`config.mk`:
```
export PLATFORM = sky130hd
export DESIGN_NAME = console_ctrl_flat
export DESIGN_NICKNAME = d
export VERILOG_FILES = /design/src/rtl/console_pkg.sv /design/src/rtl/console_if.sv /design/src/rtl/console_cursor.sv /design/src/rtl/console_ctrl.sv /design/src/flat_wrapper.sv
export SDC_FILE = /design/constraint.sdc
export NUM_CORES = 1
export LEC_CHECK = 0
export ABC_CLOCK_PERIOD_IN_PS = 3700
export CAP_MARGIN = 30
export CORE_UTILIZATION = 55
export CTS_CLUSTER_SIZE = 14
export DETAILED_ROUTE_END_ITERATION = 16
export PLACE_DENSITY_LB_ADDON = 0.25
export SETUP_SLACK_MARGIN = 0.4
export SKIP_LAST_GASP = 1
export SLEW_MARGIN = 15
export SYNTH_ARGS = -nofsm -noshare
export SYNTH_HDL_FRONTEND = slang
export SYNTH_SLANG_ARGS = --single-unit
```
`constraint.sdc`:
```
create_clock -name clk -period 3.7 [get_ports clk]
set_input_delay 1.11 -clock clk [delete_from_list [all_inputs] [get_ports clk]]
set_output_delay 1.11 -clock clk [all_outputs]
set_load 0.01 [all_outputs]
```
`src/rtl/console_pkg.sv`:
```
// Shared constants, state encoding and payload types for the text-console controller.
package console_pkg;

  localparam int unsigned DEF_NUM_ROWS  = 3;
  localparam int unsigned DEF_NUM_COLS  = 10;
  localparam logic [7:0]  DEF_FILL_CHAR = 8'h20;

  localparam logic [6:0] CODE_BS    = 7'h08;
  localparam logic [6:0] CODE_LF    = 7'h0A;
  localparam logic [6:0] CODE_FF    = 7'h0C;
  localparam logic [6:0] CODE_CR    = 7'h0D;
  localparam logic [6:0] CTRL_LIMIT = 7'h20;

  typedef enum logic [1:0] {
    IDLE,
    COPY,
    FILL,
    CLEAR
  } state_t;

  typedef enum logic [2:0] {
    CUR_NONE,
    CUR_ADVANCE,
    CUR_NEWLINE,
    CUR_RETURN,
    CUR_BACK,
    CUR_HOME
  } cur_cmd_t;

  // One stream byte: colour select in the top bit, character/control code below.
  typedef struct packed {
    logic       color_sel;
    logic [6:0] code;
  } stream_byte_t;

endpackage

```
`src/rtl/console_if.sv`:
```
// Stream, host direct-write and character-buffer port bundle of the console controller.
interface console_if
  import console_pkg::*;
#(
  parameter int unsigned ADDR_W = $clog2(DEF_NUM_ROWS * DEF_NUM_COLS)
);
  logic [7:0]        in_data;
  logic              in_valid;
  logic              in_ready;
  logic              host_we;
  logic [ADDR_W-1:0] host_addr;
  logic [7:0]        host_wdata;
  logic              buf_we;
  logic [ADDR_W-1:0] buf_waddr;
  logic [7:0]        buf_wdata;
  logic [ADDR_W-1:0] buf_raddr;
  logic [7:0]        buf_rdata;

  // slave: the controller; master: host plus character buffer around it
  modport slave (
    input  in_data, in_valid, host_we, host_addr, host_wdata, buf_rdata,
    output in_ready, buf_we, buf_waddr, buf_wdata, buf_raddr
  );

  modport master (
    output in_data, in_valid, host_we, host_addr, host_wdata, buf_rdata,
    input  in_ready, buf_we, buf_waddr, buf_wdata, buf_raddr
  );
endinterface

```
`src/rtl/console_cursor.sv`:
```
// Cursor row/column counters; wrap_c flags a command that runs off the last row.
module console_cursor
  import console_pkg::*;
#(
  parameter  int unsigned NUM_ROWS = DEF_NUM_ROWS,
  parameter  int unsigned NUM_COLS = DEF_NUM_COLS,
  localparam int unsigned ROW_W    = $clog2(NUM_ROWS),
  localparam int unsigned COL_W    = $clog2(NUM_COLS)
) (
  input  logic             clk,
  input  logic             rst_n,
  input  cur_cmd_t         cmd,
  output logic [ROW_W-1:0] row,
  output logic [COL_W-1:0] col,
  output logic             wrap_c
);

  localparam logic [ROW_W-1:0] LAST_ROW = ROW_W'(NUM_ROWS - 1);
  localparam logic [COL_W-1:0] LAST_COL = COL_W'(NUM_COLS - 1);

  always_comb begin
    wrap_c = (row == LAST_ROW) &&
             (((cmd == CUR_ADVANCE) && (col == LAST_COL)) || (cmd == CUR_NEWLINE));
  end

  // The row saturates on the last line; the scroll that follows moves the text instead.
  always_ff @(posedge clk or negedge rst_n) begin
    if (!rst_n) begin
      row <= '0;
      col <= '0;
    end else begin
      case (cmd)
        CUR_ADVANCE: begin
          if (col == LAST_COL) begin
            col <= '0;
            if (row != LAST_ROW) row <= row + ROW_W'(1);
          end else begin
            col <= col + COL_W'(1);
          end
        end
        CUR_NEWLINE: begin
          col <= '0;
          if (row != LAST_ROW) row <= row + ROW_W'(1);
        end
        CUR_RETURN: col <= '0;
        CUR_BACK:   if (col != '0) col <= col - COL_W'(1);
        CUR_HOME: begin
          row <= '0;
          col <= '0;
        end
        default: ;
      endcase
    end
  end

endmodule

```
`src/rtl/console_ctrl.sv`:
```
// Console write sequencer: stream decode, scroll/clear engine and host write arbitration.
module console_ctrl
  import console_pkg::*;
#(
  parameter  int unsigned NUM_ROWS  = DEF_NUM_ROWS,
  parameter  int unsigned NUM_COLS  = DEF_NUM_COLS,
  parameter  logic [7:0]  FILL_CHAR = DEF_FILL_CHAR,
  localparam int unsigned ADDR_W    = $clog2(NUM_ROWS * NUM_COLS),
  localparam int unsigned ROW_W     = $clog2(NUM_ROWS),
  localparam int unsigned COL_W     = $clog2(NUM_COLS)
) (
  input  logic             clk,
  input  logic             rst_n,
  console_if.slave         bus,
  output logic [ROW_W-1:0] cur_row,
  output logic [COL_W-1:0] cur_col,
  output logic             busy
);

  localparam int unsigned       NUM_CHARS = NUM_ROWS * NUM_COLS;
  localparam logic [ADDR_W-1:0] LAST_COPY = ADDR_W'(NUM_CHARS - NUM_COLS - 1);
  localparam logic [ADDR_W-1:0] LAST_CHAR = ADDR_W'(NUM_CHARS - 1);
  localparam logic [ADDR_W-1:0] COLS_A    = ADDR_W'(NUM_COLS);
  localparam logic [31:0]       COL_BITS  = 32'(NUM_COLS);

  // row*NUM_COLS+col as a sum of shifted rows, one term per set bit of NUM_COLS
  function automatic logic [ADDR_W-1:0] cell_index(input logic [ROW_W-1:0] r,
                                                   input logic [COL_W-1:0] c);
    logic [ADDR_W-1:0] acc;
    acc = ADDR_W'(c);
    for (int b = 0; b < int'(ADDR_W); b++) begin
      if (COL_BITS[b]) acc = acc + (ADDR_W'(r) << b);
    end
    return acc;
  endfunction

  state_t            state_q, state_d;
  logic [ADDR_W-1:0] ptr_q, ptr_d;
  logic [ADDR_W-1:0] raddr_q, raddr_d;
  logic              pend_we_q, pend_we_d;
  logic [ADDR_W-1:0] pend_addr_q, pend_addr_d;
  stream_byte_t      pend_data_q, pend_data_d;
  logic              carry_q, carry_d;
  stream_byte_t      carry_data_q, carry_data_d;
  logic              busy_q;

  stream_byte_t      in_byte;
  logic              in_ready_c, accept, is_ctrl, host_hit, wrap_c;
  cur_cmd_t          cur_cmd;
  logic              buf_we_c;
  logic [ADDR_W-1:0] buf_waddr_c;
  logic [7:0]        buf_wdata_c;

  assign in_byte    = stream_byte_t'(bus.in_data);
  assign in_ready_c = (state_q == IDLE) && !bus.host_we;
  assign accept     = bus.in_valid && in_ready_c;
  assign is_ctrl    = in_byte.code < CTRL_LIMIT;
  assign host_hit   = bus.host_addr <= LAST_CHAR;

  // Stream byte decode into a cursor command.
  always_comb begin
    cur_cmd = CUR_NONE;
    if (accept) begin
      if (!is_ctrl) begin
        cur_cmd = CUR_ADVANCE;
      end else begin
        case (in_byte.code)
          CODE_LF: cur_cmd = CUR_NEWLINE;
          CODE_CR: cur_cmd = CUR_RETURN;
          CODE_BS: cur_cmd = CUR_BACK;
          CODE_FF: cur_cmd = CUR_HOME;
          default: cur_cmd = CUR_NONE;
        endcase
      end
    end
  end

  console_cursor #(
    .NUM_ROWS(NUM_ROWS),
    .NUM_COLS(NUM_COLS)
  ) u_cursor (
    .clk   (clk),
    .rst_n (rst_n),
    .cmd   (cur_cmd),
    .row   (cur_row),
    .col   (cur_col),
    .wrap_c(wrap_c)
  );

  // Next state and write-port mux; a host write stalls everything else for its cycle.
  always_comb begin
    state_d      = state_q;
    ptr_d        = ptr_q;
    raddr_d      = raddr_q;
    pend_we_d    = pend_we_q && bus.host_we;
    pend_addr_d  = pend_addr_q;
    pend_data_d  = pend_data_q;
    carry_d      = carry_q;
    carry_data_d = carry_data_q;
    buf_we_c     = 1'b0;
    buf_waddr_c  = pend_addr_q;
    buf_wdata_c  = pend_data_q;

    case (state_q)
      IDLE: begin
        if (accept) begin
          // A printable byte in the last cell rides along with the scroll and
          // lands directly in its moved-up position on the final copy step.
          if (!is_ctrl && wrap_c) begin
            carry_d      = 1'b1;
            carry_data_d = in_byte;
          end else if (!is_ctrl) begin
            pend_we_d   = 1'b1;
            pend_addr_d = cell_index(cur_row, cur_col);
            pend_data_d = in_byte;
          end
          if (cur_cmd == CUR_HOME) begin
            state_d = CLEAR;
            ptr_d   = '0;
          end else if (wrap_c) begin
            state_d = COPY;
            ptr_d   = '0;
            raddr_d = COLS_A;
          end
        end
      end
      COPY: begin
        if (!bus.host_we) begin
          if (ptr_q == LAST_COPY) begin
            state_d = FILL;
            carry_d = 1'b0;
          end else begin
            raddr_d = ptr_q + COLS_A + ADDR_W'(1);
          end
          ptr_d = ptr_q + ADDR_W'(1);
        end
      end
      FILL, CLEAR: begin
        if (!bus.host_we) begin
          if (ptr_q == LAST_CHAR) begin
            state_d = IDLE;
            ptr_d   = '0;
          end else begin
            ptr_d = ptr_q + ADDR_W'(1);
          end
        end
      end
      default: state_d = IDLE;
    endcase

    if (bus.host_we) begin
      buf_we_c    = host_hit;
      buf_waddr_c = bus.host_addr;
      buf_wdata_c = bus.host_wdata;
    end else begin
      case (state_q)
        IDLE: buf_we_c = pend_we_q;
        COPY: begin
          buf_we_c    = 1'b1;
          buf_waddr_c = ptr_q;
          buf_wdata_c = (carry_q && (ptr_q == LAST_COPY)) ? carry_data_q : bus.buf_rdata;
        end
        default: begin
          buf_we_c    = 1'b1;
          buf_waddr_c = ptr_q;
          buf_wdata_c = FILL_CHAR;
        end
      endcase
    end
  end

  always_ff @(posedge clk or negedge rst_n) begin
    if (!rst_n) begin
      state_q      <= IDLE;
      ptr_q        <= '0;
      raddr_q      <= '0;
      pend_we_q    <= 1'b0;
      pend_addr_q  <= '0;
      pend_data_q  <= '0;
      carry_q      <= 1'b0;
      carry_data_q <= '0;
      busy_q       <= 1'b0;
    end else begin
      state_q      <= state_d;
      ptr_q        <= ptr_d;
      raddr_q      <= raddr_d;
      pend_we_q    <= pend_we_d;
      pend_addr_q  <= pend_addr_d;
      pend_data_q  <= pend_data_d;
      carry_q      <= carry_d;
      carry_data_q <= carry_data_d;
      busy_q       <= (state_d != IDLE);
    end
  end

  assign bus.in_ready  = in_ready_c;
  assign bus.buf_we    = buf_we_c;
  assign bus.buf_waddr = buf_waddr_c;
  assign bus.buf_wdata = buf_wdata_c;
  assign bus.buf_raddr = raddr_q;
  assign busy          = busy_q;

endmodule

```
`src/flat_wrapper.sv`:
```
// flat-port wrapper written by rule: the top's interface ports become plain ports
module console_ctrl_flat import console_pkg::*;
#(
  parameter  int unsigned NUM_ROWS  = DEF_NUM_ROWS,
  parameter  int unsigned NUM_COLS  = DEF_NUM_COLS,
  parameter  logic [7:0]  FILL_CHAR = DEF_FILL_CHAR,
  localparam int unsigned ADDR_W    = $clog2(NUM_ROWS * NUM_COLS),
  localparam int unsigned ROW_W     = $clog2(NUM_ROWS),
  localparam int unsigned COL_W     = $clog2(NUM_COLS)
)
  (clk, rst_n, cur_row, cur_col, busy, bus_in_data, bus_in_valid, bus_host_we, bus_host_addr, bus_host_wdata, bus_buf_rdata, bus_in_ready, bus_buf_we, bus_buf_waddr, bus_buf_wdata, bus_buf_raddr);
  console_if #(.ADDR_W(5)) bus_i ();
  input  logic clk;
  input  logic rst_n;
  output logic [ROW_W-1:0] cur_row;
  output logic [COL_W-1:0] cur_col;
  output logic busy;
  input wire logic [$bits(bus_i.in_data)-1:0] bus_in_data;
  input wire logic [$bits(bus_i.in_valid)-1:0] bus_in_valid;
  input wire logic [$bits(bus_i.host_we)-1:0] bus_host_we;
  input wire logic [$bits(bus_i.host_addr)-1:0] bus_host_addr;
  input wire logic [$bits(bus_i.host_wdata)-1:0] bus_host_wdata;
  input wire logic [$bits(bus_i.buf_rdata)-1:0] bus_buf_rdata;
  output wire logic [$bits(bus_i.in_ready)-1:0] bus_in_ready;
  output wire logic [$bits(bus_i.buf_we)-1:0] bus_buf_we;
  output wire logic [$bits(bus_i.buf_waddr)-1:0] bus_buf_waddr;
  output wire logic [$bits(bus_i.buf_wdata)-1:0] bus_buf_wdata;
  output wire logic [$bits(bus_i.buf_raddr)-1:0] bus_buf_raddr;
  assign bus_i.in_data = bus_in_data;
  assign bus_i.in_valid = bus_in_valid;
  assign bus_i.host_we = bus_host_we;
  assign bus_i.host_addr = bus_host_addr;
  assign bus_i.host_wdata = bus_host_wdata;
  assign bus_i.buf_rdata = bus_buf_rdata;
  assign bus_in_ready = bus_i.in_ready;
  assign bus_buf_we = bus_i.buf_we;
  assign bus_buf_waddr = bus_i.buf_waddr;
  assign bus_buf_wdata = bus_i.buf_wdata;
  assign bus_buf_raddr = bus_i.buf_raddr;
  console_ctrl #(.NUM_ROWS(NUM_ROWS), .NUM_COLS(NUM_COLS), .FILL_CHAR(FILL_CHAR)) u_core (.clk(clk), .rst_n(rst_n), .bus(bus_i), .cur_row(cur_row), .cur_col(cur_col), .busy(busy));
endmodule
```
==> results of run 1 <==
## state kept, by name, summed over array words and instances, names as in the netlist
register and cells:
u_core.bus.buf_raddr 5, u_core.busy 1, u_core.carry_data_q 8, u_core.carry_q 1, u_core.pend_addr_q 5, u_core.pend_data_q 8
u_core.pend_we_q 1, u_core.ptr_q 5, u_core.state_q 2, u_core.u_cursor.col 4, u_core.u_cursor.row 2
## layer usage
metal	routed length [um]	share of wire [%]	global-route usage [%]	up-vias
met5	0	0	0	-
met4	79	1.2	10.2	0
met3	275	4.3	4.70	7
met2	2950	46	39.3	56
met1	3080	48	36.6	1129
li1	-	-	-	1157
## what timing repair did
item / 4_1_cts / 5_1_grt
pin swaps: 3 / 4
setup buffers: 0 / 0
gates resized for setup: 28 / 11
endpoints found under the setup margin: 15 / 7
## per-stage QoR
step                      util [%]  setup TNS (ns)
after floorplan                  -               0
after global placement        72.7               0
after detailed placement      72.7         -0.0111
after CTS                     74.3               0
after global routing          74.4               0
final                         74.4               0
## kinds of logic after synthesis
| logic type | after synthesis | synth area share (%) |
|---|---|---|
| AOI/OAI and AO/OA | 66 | 15.4 |
| buffers and inverters | 26 | 4.14 |
| and+or+nand+nor | 95 | 19.5 |
| xor gates and xnor gates | 7 | 2.23 |
| adders and majority gates | 13 | 6.19 |
| DFF | 42 | 38.2 |
| muxes | 34 | 14.3 |
## worst min path at each step
stage / start / end / slack, ns
after floorplan: u_core.pend_addr_q[0] / u_core.pend_addr_q[0] / 0.45
final: u_core.pend_we_q / u_core.pend_we_q / 0.49
after global routing: u_core.pend_addr_q[4] / u_core.pend_addr_q[4] / 0.52
after global placement: u_core.pend_addr_q[4] / u_core.pend_addr_q[4] / 0.47
after detailed placement: u_core.pend_we_q / u_core.pend_we_q / 0.48
after CTS: u_core.pend_we_q / u_core.pend_we_q / 0.50
## power by group
| part | switching (mW) | internal (mW) |
|---|---|---|
| Combinational | 0.485 | 0.514 |
| Sequential | 0.149 | 0.607 |
| Clock | 0.164 | 0.150 |
## worst register-to-register path: stages, from the launching register on
cell,delay (ns)
dfrtp_1,0.55
or4b_4,0.60
or3_4,0.47
nand4_2,0.22
nand2_1,0.08
a22o_1,0.23
## layout make-up
cell class	count	area share (%)
multi-input cells	215	45.2
clock inverters	2	0.354
inverters	12	1.27
repair buffers	74	18.7
clock buffers	6	2.34
flip-flops and latches	42	29.7
well taps	67	2.37
## cell usage in the layout, fill, tap and decap left out, types with 2 or more instances in the layout
cell              n
nor3_1            3
nand2b_1          4
nor3b_1           2
buf_4            14
a21oi_1          17
dfrtp_1          42
nand4_1           3
clkbuf_2          6
a21o_1            2
buf_2             3
mux2_2           11
clkdlybuf4s50_1  42
xnor2_1           6
inv_1            12
a31o_2            2
nand3_1          15
nor2_1           17
nand4b_1          2
nand2_1          27
o21ai_0          23
dlygate4sd2_1     7
o2bb2ai_1         3
a22o_1            9
mux2i_1          14
a22oi_1           2
ha_1             12
and4_1            2
nor2b_1           4
mux2_4            8
clkbuf_8          6
==> flow_summary_export.csv, run 1 <==
group,metric,value,unit
run_status,outcome,"finished clean",
drt,drt-initial-drc-count,142,
job,cap_violations,0,
critical_path,r2r-start,"u_core.state_q[1]",
timing,slew_viol_final,0,
power,p_leak,1.66,nW
critical_path,r2r-end,"u_core.ptr_q[3]",
cts,insertion_delay,0.30,ns
floorplan,die_w,72.7,um
critical_path,r2r.worst_path.cells,5,
cts,cts_tree,"built",
global_routing,grt_pass1_wl,10500,um
synthesis,synth_top_area_share,38.2,%
critical_path,crit_path_max_incr_delay,0.45,ns
synthesis,syn_inst,283,
min_path,holdPathStages,2,
cts,cts_max_path_buffers,2,
floorplan,start_util,57.8,%
timing,tightest_slew,0.457,ns
power,ir_drop,0.000377,V
timing,final_hold_viol_count,0,
global_routing,grt-ovfl-total,0,
cts,cts-hold-fix-buffers,0,
floorplan,dieHeight,72.7,um
drt,ant_nets,0,
critical_path,rrSetupSlack,1.45,ns
synthesis,yosysSeqAreaShare,38.2,%
critical_path,end_kind,"output pin",
synthesis,synth_edf_count,0,
synthesis,synth.area.top_cells,"dfrtp_1 (38%), ha_1 (5.5%), mux2i_1 (5.5%)",
layout,fin_area,3540,um2
timing,timing.final.ws_setup,0.462,ns
cts,cts_buffers,5,
cts,htree_levels,2,
global_routing,groute.usage.overall,25.8,%
critical_path,critical_path_required,2.59,ns
critical_path,path_cells,"clkdlybuf4s50_1 -> nand2_1 -> a31o_2 -> a21oi_1 -> buf_2",
drt,num_vias,2349,
critical_path,startpoint,"bus_buf_rdata[5]",
cts,clkTransAtPathRegs,0.08,ns
layout,syn_to_final_growth,28.6,%
synthesis,yosys_warnings,0,
floorplan,core_area,4750,um2
critical_path,cp.depth,5,
cts,clock_sinks,42,
drt,drc,0,
timing,slew-limit-headroom,69.6,%
critical_path,cp.arrival,2.13,ns
power,p_per_area,585,nW/um2
power,power,2.07,mW
synthesis,syn_area,2750,um2
global_routing,antenna_found_initial,0,
timing,fin_crit_sh,87.5,%
synthesis,synth_area_leader_cell,"dfrtp_1",
layout,fin_nets,396,
critical_path,critPathTopFamily,"buffers and inverters",
cts,cts_root_buf,"clkbuf_8",
synthesis,yosys-top-cells-count,"dfrtp_1 (42), nand2_1 (28), o21ai_0 (23)",
floorplan,row_count,25,
placement,placed_cell_area,3450,um2
synthesis,synth_area_per_cell,9.71,um2
synthesis,synth_most_common_cell,"dfrtp_1",
timing,hold_ws,0.490,ns
placement,place_ws,-0.0111,ns
critical_path,timing.critical_path.to,"bus_buf_wdata[5]",
synthesis,synthFlopType,"dfrtp_1",
drt,wl_per_cell,15.3,um
critical_path,critPathKind,"in2out",
placement,place_inst,409,
critical_path,crit_path_start_kind,"input port",
layout,fin_cells,418,
placement,dp_hpwl,4590,um
critical_path,cp_num_buf_inv,2,
timing,grt_setup_unrepaired,"false",
placement,gp_congestion,0.884,
timing,max_freq,0.309,GHz
placement,place.port_buffers,59,
critical_path,crit_slowest_cell,"clkdlybuf4s50_1",
layout,layout-drive-gt1-share,18.5,%
synthesis,yosysUniqueCellTypes,51,
timing,setup_viol,0,
layout,fillers,394,
layout,diodes,0,
min_path,min-delay-path-class,"reg2reg",
floorplan,die_area,5280,um2
floorplan,pin_count,60,
drt,viasPerCell,5.62,
drt,routed_wl,6390,um
layout,multi_input_area,1600,um2
synthesis,async_flop_share,100,%
timing,fin_skew,0.00984,ns
drt,first_pass_iters,4,
synthesis,synth_nets,329,
critical_path,path_max_fanout,1,
timing,min_period,3.24,ns
layout,seqCellArea,1050,um2
synthesis,ys_seq_elements,42,
global_routing,grt_max_degree,43,
global_routing,grt_pass1_vias,2251,
No activity file was read; power rests on OpenSTA's default activity.
==> run 2: changes to the inputs <==
- MAX_ROUTING_LAYER: default -> met4
- SKIP_LAST_GASP: 1 -> default
==> run 2 against run 1 <==
Against the previous run:
- core utilization rose by 0.29 points
- wire length rose by 4.3%
- combinational power barely moved
- total power rose by 0.78%
- register-to-register slack improved by 0.02 ns
- critical path depth did not move
- fmax fell by 1.7%
- clock-buffer cell count rose by 1
- global-route usage rose by 2.4 points
- clock skew rose by 0.0013 ns
- worst setup slack got worse by 0.055 ns
- cell area rose by 0.39%
- critical endpoint is now bus_buf_wdata[6]
==> flow_summary_export.csv, run 2 (synthesized netlist as in run 1, its figures left out) <==
group,metric,value,unit
timing,fin_skew,0.0111,ns
timing,tightest_slew,0.447,ns
timing,max_freq,0.304,GHz
layout,final_cell_mix,"clkdlybuf4s50_1 (42), dfrtp_1 (42), nand2_1 (27)",
critical_path,path_max_fanout,1,
placement,dp_hpwl,4820,um
global_routing,grt_pass1_vias,2328,
global_routing,grt-ovfl-total,0,
power,power.internal,1.28,mW
min_path,min-delay-start,"u_core.pend_addr_q[4]",
timing,slew_viol_final,0,
timing,timing.final.ws_setup,0.408,ns
global_routing,groute.usage.overall,28.2,%
power,sequentialPowerShare,36.4,%
layout,fin_cells,419,
cts,insertion_delay,0.31,ns
drt,viasPerCell,5.75,
critical_path,r2r-end,"u_core.ptr_q[3]",
timing,min_period,3.29,ns
global_routing,grtUsageMet1,37.4,%
layout,fillers,380,
drt,routed_wl,6660,um
cts,cts_tree,"built",
power,combinationalPowerShare,48.6,%
global_routing,grtUsageMet2,43.5,%
cts,cts_root_buf,"clkbuf_8",
min_path,whs_endpoint,"u_core.pend_addr_q[4]",
floorplan,start_util,57.8,%
cts,cts_buffers,5,
floorplan,row_count,25,
layout,layout-drive-gt1-share,17.0,%
critical_path,rrSetupSlack,1.47,ns
floorplan,dieHeight,72.7,um
global_routing,antenna_found_initial,0,
critical_path,cp.arrival,2.18,ns
timing,finalSetupTns,0,ns
power,p_sw_share,38.7,%
floorplan,die_w,72.7,um
power,netSwitchingPower,0.808,mW
layout,diodes,0,
cts,cts_max_path_buffers,2,
placement,place.port_buffers,59,
global_routing,grt_pass1_wl,11100,um
min_path,holdPathStages,2,
drt,first_pass_iters,4,
floorplan,pin_count,60,
run_status,outcome,"finished clean",
timing,hold_ws,0.495,ns
critical_path,r2r-start,"u_core.state_q[1]",
cts,htree_levels,2,
timing,slew-limit-headroom,70.2,%
critical_path,critical_path_required,2.59,ns
cts,clkTransAtPathRegs,0.08,ns
critical_path,critPathKind,"in2out",
placement,place_ws,-0.00670,ns
placement,place_inst,410,
floorplan,die_area,5280,um2
drt,ant_nets,0,
min_path,min-delay-path-class,"reg2reg",
drt,wl_per_cell,15.9,um
layout,fin_util,74.7,%
critical_path,end_kind,"output pin",
timing,fin_crit_sh,89.0,%
critical_path,crit_path_start_kind,"input port",
layout,fin_nets,397,
timing,grt_setup_unrepaired,"true",
floorplan,core_area,4750,um2
timing,setup_viol,0,
cts,clock_sinks,42,
layout,syn_to_final_growth,29.1,%
global_routing,grt_max_degree,43,
layout,reg_top3,"u_core.carry_data_q x8, u_core.pend_data_q x8",
drt,num_vias,2411,
power,p_per_area,588,nW/um2
power,p_leak,1.68,nW
job,cap_violations,0,
power,ir_drop,0.000409,V
critical_path,r2r.worst_path.cells,5,
placement,gp_congestion,0.884,
power,clockPowerShare,15.0,%
drt,drt-initial-drc-count,161,
drt,drc,0,
timing,final_hold_viol_count,0,
global_routing,grtUsageMet3,6.08,%
global_routing,busiest_layer,"met2",
## run 2: area by class of cell
cell class	instances	area (um2)	area share, %
Inverter	12	45.0	1.27
Tap cell	67	83.8	2.36
Timing Repair Buffer	75	683	19.2
Sequential cell	42	1050	29.6
Clock buffer	7	86.3	2.43
Clock inverter	1	5.00	0.141
Multi-Input combinational cell	215	1600	44.9
## run 2: through the flow
stage / power (mW) / area [um2]
after global placement: 1.76 / 3460
after CTS: 2.09 / 3550
after global routing: 2.25 / 3550
after detailed placement: 1.80 / 3460
final: 2.09 / 3550
after floorplan: 1.37 / 2750
## run 2: timing repair
action / in CTS / in global routing
hold endpoints to repair: 0 / 0
buffers inserted: 0 / 0
gates resized for setup: 23 / 9
hold buffers: 0 / 0
endpoints found under the setup margin: 15 / 9
pin swaps: 1 / 2
## run 2: critical path, stage by stage
cell and delay, ns:
clkdlybuf4s50_1 0.46, mux2i_1 0.07, a21oi_1 0.16, a22o_1 0.15, clkdlybuf4s15_1 0.23
## run 2: power groups by stage
| stage | sequential, mW | combinational [mW] | clock, mW |
|---|---|---|---|
| after global routing | 0.784 | 1.14 | 0.330 |
| final | 0.759 | 1.01 | 0.313 |
| after global placement | 0.757 | 1.00 | 0 |
| after CTS | 0.756 | 1.02 | 0.314 |
| after floorplan | 0.739 | 0.633 | 0 |
| after detailed placement | 0.765 | 1.04 | 0 |
## run 2: worst max path at each step
| stage | start | endpoint | slack [ns] | depth (start not counted) |
|---|---|---|---|---|
| final | bus_buf_rdata[6] | bus_buf_wdata[6] | 0.41 | 5 |
| after floorplan | bus_host_we | bus_buf_wdata[0] | 0.63 | 4 |
| after CTS | bus_buf_rdata[5] | bus_buf_wdata[5] | 0.32 | 5 |
| after detailed placement | bus_host_we | bus_buf_wdata[6] | -0.007 | 5 |
| after global routing | bus_buf_rdata[7] | bus_buf_wdata[7] | 0.34 | 5 |
| after global placement | bus_host_we | bus_buf_wdata[5] | 0.005 | 5 |
## run 2: routing by layer
metal / routed length, um / share of wire, % / vias to the layer above
met3: 393 / 5.9 / 7
met5: 0 / 0 / -
met1: 3030 / 45 / 1179
li1: - / - / 1150
met4: 78 / 1.2 / 0
met2: 3160 / 47 / 75
